`config.mk`:
```
export PLATFORM = sky130hd
export DESIGN_NAME = prod_accum
export DESIGN_NICKNAME = d
export VERILOG_FILES = /design/src/rtl/prod_accum.sv
export SDC_FILE = /design/constraint.sdc
export NUM_CORES = 1
export LEC_CHECK = 0
export BUFFER_PORTS_ARGS = -buffer_cell sky130_fd_sc_hd__buf_2
export CAP_MARGIN = 5
export CELL_PAD_IN_SITES_DETAIL_PLACEMENT = 1
export CELL_PAD_IN_SITES_GLOBAL_PLACEMENT = 1
export CORE_MARGIN = 4
export CORE_UTILIZATION = 40
export CTS_BUF_LIST = sky130_fd_sc_hd__clkbuf_8
export DETAILED_ROUTE_END_ITERATION = 7
export PLACE_DENSITY = 0.77
export SETUP_SLACK_MARGIN = 0.02
export SYNTH_ARGS = -nofsm -noshare
export SYNTH_HDL_FRONTEND = slang
export SYNTH_SLANG_ARGS = --single-unit
export TNS_END_PERCENT = 100
```
`constraint.sdc`:
```
create_clock -name clk -period 4.1 [get_ports clk]
set_input_delay 0.205 -clock clk [delete_from_list [all_inputs] [get_ports clk]]
set_output_delay 0.205 -clock clk [all_outputs]
set_load 0.05 [all_outputs]
```
`src/rtl/prod_accum.sv`:
```
`timescale 1ns/1ps
`default_nettype none
// ============================================================================
// Module   : prod_accum
// Purpose  : Accumulates a block of unsigned 32-bit product beats. The beat
//            flagged with in_last closes the block, and the block result is
//            then held until the consumer accepts it.
// Ports    : clk, rst         - clock, synchronous active-high reset
//            in_valid/in_ready - product beat handshake
//            in_prod, in_last  - product value, end-of-block marker
//            out_valid/out_ready - result handshake
//            out_sum, out_count, out_ovf - block sum, saturating beat count,
//                                          sticky overflow flag
// Config   : PROD_ACCUM_SAT_EN - when defined the accumulator saturates at
//            all-ones on overflow. When undefined it wraps modulo 2^ACC_W.
// Revision : 1.0 - initial release
// ============================================================================
module prod_accum #(
  parameter int ACC_W = 40,
  parameter int CNT_W = 8
) (
  input  logic             clk,
  input  logic             rst,
  input  logic             in_valid,
  output logic             in_ready,
  input  logic [31:0]      in_prod,
  input  logic             in_last,
  output logic             out_valid,
  input  logic             out_ready,
  output logic [ACC_W-1:0] out_sum,
  output logic [CNT_W-1:0] out_count,
  output logic             out_ovf
);

  localparam logic [CNT_W-1:0] c_cnt_max = {CNT_W{1'b1}};

  typedef enum logic [0:0] {
    ST_ACC  = 1'b0,
    ST_DONE = 1'b1
  } state_t;

  state_t           state_q, state_d;
  logic [ACC_W-1:0] acc_q, acc_d;
  logic [CNT_W-1:0] cnt_q, cnt_d;
  logic             ovf_q, ovf_d;
  logic [ACC_W-1:0] out_sum_q, out_sum_d;
  logic [CNT_W-1:0] out_count_q, out_count_d;
  logic             out_ovf_q, out_ovf_d;

  // One extra bit on the adder exposes the carry out of ACC_W.
  logic [ACC_W:0]   sum_ext;
  logic             carry;
  logic [ACC_W-1:0] acc_next;
  logic [CNT_W-1:0] cnt_next;
  logic             ovf_next;

  assign sum_ext = {1'b0, acc_q} + {{(ACC_W + 1 - 32){1'b0}}, in_prod};
  assign carry   = sum_ext[ACC_W];
  assign ovf_next = ovf_q | carry;

`ifdef PROD_ACCUM_SAT_EN
  // Once overflowed the accumulator stays pinned at all-ones for the block.
  assign acc_next = ovf_next ? {ACC_W{1'b1}} : sum_ext[ACC_W-1:0];
`else
  assign acc_next = sum_ext[ACC_W-1:0];
`endif

  assign cnt_next = (cnt_q == c_cnt_max) ? cnt_q : cnt_q + CNT_W'(1);

  always_comb begin
    state_d     = state_q;
    acc_d       = acc_q;
    cnt_d       = cnt_q;
    ovf_d       = ovf_q;
    out_sum_d   = out_sum_q;
    out_count_d = out_count_q;
    out_ovf_d   = out_ovf_q;
    case (state_q)
      ST_ACC: begin
        // in_ready is 1 throughout ACC, so in_valid alone qualifies a beat.
        if (in_valid) begin
          acc_d = acc_next;
          cnt_d = cnt_next;
          ovf_d = ovf_next;
          if (in_last) begin
            out_sum_d   = acc_next;
            out_count_d = cnt_next;
            out_ovf_d   = ovf_next;
            state_d     = ST_DONE;
          end
        end
      end
      ST_DONE: begin
        if (out_ready) begin
          acc_d   = '0;
          cnt_d   = '0;
          ovf_d   = 1'b0;
          state_d = ST_ACC;
        end
      end
      default: state_d = ST_ACC;
    endcase
  end

  always_ff @(posedge clk) begin
    if (rst) begin
      state_q     <= ST_ACC;
      acc_q       <= '0;
      cnt_q       <= '0;
      ovf_q       <= 1'b0;
      out_sum_q   <= '0;
      out_count_q <= '0;
      out_ovf_q   <= 1'b0;
    end else begin
      state_q     <= state_d;
      acc_q       <= acc_d;
      cnt_q       <= cnt_d;
      ovf_q       <= ovf_d;
      out_sum_q   <= out_sum_d;
      out_count_q <= out_count_d;
      out_ovf_q   <= out_ovf_d;
    end
  end

  // Handshake outputs decode directly from the state flop.
  assign in_ready  = (state_q == ST_ACC);
  assign out_valid = (state_q == ST_DONE);
  assign out_sum   = out_sum_q;
  assign out_count = out_count_q;
  assign out_ovf   = out_ovf_q;

endmodule
`default_nettype wire
```
==> run summary <==
Hold_sp: out_ready
Post-synthesis register bit count: 99
Die width: 127 um
CTS Buf Count: 9
Setup Crit Path Kind: flop to flop
Register area share after synthesis: 35.2%
CTS H-tree depth: 3
Measured slew at the worst slew-check pin: 0.971 ns
Pleak: 2.82 nW
Antenna violations before repair: 0
Starting Density: 40.8%
Area Overhead vs Synth: 13.0%
Post-route ant nets: 0
RSZ-0062 raised after global routing: no
Clk root buf: clkbuf_8
Min cycle time layout: 3.21 ns
Period utilization: 78.2%
Crit end category: flop
Drt pass-1 iters: 4
RR Endpoint: acc_q[34]
Synth warn: 0
Global-route wire length before repair: 28100 um
Setup TNS: 0 ns
N_diodes: 0
Longest Clk Path Bufs: 2
Critical path startpoint category: flop
Max Slew Vio Count: 0
Slew HR: 35.2%
TritonCTS clock tree: done
Fin. Hold Viols: 0
Critical path peak fanout: 16
Final core utilization: 46.1%
Status: completed
Placed inst area: 6170 um^2
GRT Util Overall: 21.3%
Worst reg-to-reg setup slack: 0.89 ns
Number of global-route vias before repair: 5721
WP data required: 4.43 ns
Min Hold Slack: 0.115 ns
Clock Latency Late Sink: 0.39 ns
EDFF count, synth: 0
HPWL after DPL: 12700 um
Area of the core: 13800 um^2
Hold_buf cts: 0
Final Skew: 0.0127 ns
Final setup vio count: 0
Max frequency: 312 MHz
Layout fillers: 1731
Routed WL: 17100 um
Gr ovfl total: 0
Post-CTS Setup Bufs: 0
Critical Path AT: 3.54 ns
Via count: 5394
Top Ports: 88
Share of cells above drive strength 1: 16.3%
Die Area: 16100 um^2
Distinct cell type count after synthesis: 66
Die Height: 127 um
Crit Reg-Reg Startpoint: acc_q[0]
Hold EP: out_valid
Post-CTS sizing: 0
Reg2reg path depth: 12
Largest net degree at the start of global routing: 70
Overall power: 2.72 mW
Vias/cell: 5.66
CTS sink count: 99
Critical Path Start: acc_q[0]
Post-Syn Instances: 710
Worst min path class: input pin to flop
Cell Area, Synth: 5640 um^2
Max Cap Viol: 0
VDD IR-drop max: 177 uV
Clk slew on worst S/H paths: 0.10 ns
Final Cell Area: 6370 um^2
Residual DRC: 0
Avg Cell Area, Syn: 7.94 um^2
Pwr dens: 427 nW/um^2
Syn_nets: 781
Post-layout nets: 839
Row count: 43
Hold path cells: 3
Post-synth ARST share: 0%
Ys flop type: dfxtp_1
Starting DRC count in detailed routing: 320
RD Place Congestion: 0.884
Per-cell routed wire length: 17.9 um
Count of buffers from port buffering: 87
[final cells by class]
| type | instances | area (um^2) | share of cell area [%] |
|---|---|---|---|
| clock inverters | 7 | 78.8 | 1.24 |
| clock buffers | 9 | 124 | 1.94 |
| inverters | 11 | 41.3 | 0.648 |
| well taps | 180 | 225 | 3.54 |
| multi-input cells | 555 | 3450 | 54.1 |
| repair buffers | 92 | 473 | 7.42 |
| flip-flops and latches | 99 | 1980 | 31.1 |
[Yosys cell counts, drive strengths merged, types with 3 or more instances]
| master | n | area share (%) |
|---|---|---|
| ha | 33 | 7.3 |
| clkbuf | 35 | 2.3 |
| a21oi | 72 | 6.4 |
| o21bai | 5 | 0.87 |
| nand2 | 115 | 7.7 |
| o21a | 3 | 0.40 |
| nor3 | 13 | 1.2 |
| xor2 | 13 | 2.0 |
| nor2 | 62 | 4.3 |
| dfxtp | 99 | 35 |
| buf | 10 | 0.80 |
| and3 | 10 | 1.2 |
| nor3b | 3 | 0.40 |
| o21ai | 39 | 3.5 |
| o211ai | 6 | 0.80 |
| o31ai | 5 | 0.91 |
| or4 | 5 | 0.67 |
| or3 | 3 | 0.33 |
| a211oi | 8 | 1.2 |
| a31o | 3 | 0.47 |
| a22o | 12 | 1.9 |
| a311oi | 3 | 0.47 |
| a22oi | 16 | 2.1 |
| xnor2 | 21 | 3.3 |
| a31oi | 15 | 1.9 |
| a21o | 23 | 3.1 |
| nand4 | 10 | 1.1 |
| inv | 11 | 0.73 |
| nand3 | 23 | 2.0 |
[worst max path at each step]
stage,end,cells past startpoint
6_report,acc_q[34],12
2_1_floorplan,acc_q[34],12
5_1_grt,acc_q[34],12
3_5_place_dp,acc_q[34],12
3_3_place_gp,acc_q[34],12
4_1_cts,acc_q[34],12
[layer usage]
layer / track usage (%) / wire length (um)
met3: 3.24 / 572
met5: 0 / 0
met2: 37.3 / 8460
met1: 26.7 / 7810
met4: 7.32 / 245
[worst max-delay path, stage by stage (launching register included)]
cell and delay, ns:
dfxtp_1 0.35, ha_1 0.18, inv_1 0.06, fa_1 0.40
and2b_1 0.28, o21bai_4 0.09, a31oi_4 0.25, a31oi_1 0.16
o21ai_2 0.23, a21boi_2 0.10, o31a_1 0.43, or4_1 0.55
nand3_1 0.09
[flip-flops by register name, indices dropped and copies added, names as in the netlist]
register and cells:
acc_q 40, out_sum 40, cnt_q 8, out_count 8
out_ovf 1, out_valid 1, ovf_q 1
[stage by stage]
| step | instances | worst slack (ns) |
|---|---|---|
| floorplan | 710 | 1.35 |
| global placement | 937 | 1.02 |
| detailed placement | 937 | 0.905 |
| CTS | 953 | 0.876 |
| global route | 953 | 0.686 |
| finish | 953 | 0.893 |
[placed cells by master, fill, tap and decap left out, types with 3 or more instances in the layout]
cell type / n
a211oi_1: 6
nand2_1: 114
o21bai_1: 4
or4_1: 5
xnor2_1: 21
xor2_1: 13
clkinv_4: 5
ha_1: 33
clkbuf_8: 9
nor3b_1: 3
o21ai_0: 33
dfxtp_1: 99
buf_4: 5
o21ai_1: 5
a21o_1: 23
nor3_1: 13
nor2_1: 59
o21a_1: 3
or3_1: 3
a31oi_1: 14
and3_1: 9
a22oi_1: 16
inv_1: 11
o31ai_1: 4
nand4_1: 10
a21oi_1: 72
nand3_1: 23
o211ai_1: 6
a22o_1: 12
buf_2: 87
a311oi_1: 3
[kinds of logic (layout without fill, tap and decap cells)]
| group | Yosys count | in the layout | share of synthesized area, % |
|---|---|---|---|
| compound gates | 228 | 228 | 27.2 |
| xor+xnor | 34 | 34 | 5.28 |
| fa+ha+maj | 34 | 34 | 7.68 |
| flops | 99 | 99 | 35.2 |
| simple gates | 257 | 257 | 20.5 |
| mux | 2 | 2 | 0.355 |
| buf+inv | 56 | 119 | 3.86 |
[power breakdown]
part           leakage [nW]  internal, mW  switching, mW
Sequential            0.809          1.05         0.0497
Clock                 0.103         0.287          0.375
Combinational          1.91         0.324          0.640
Power figures use the tool's default switching activity.
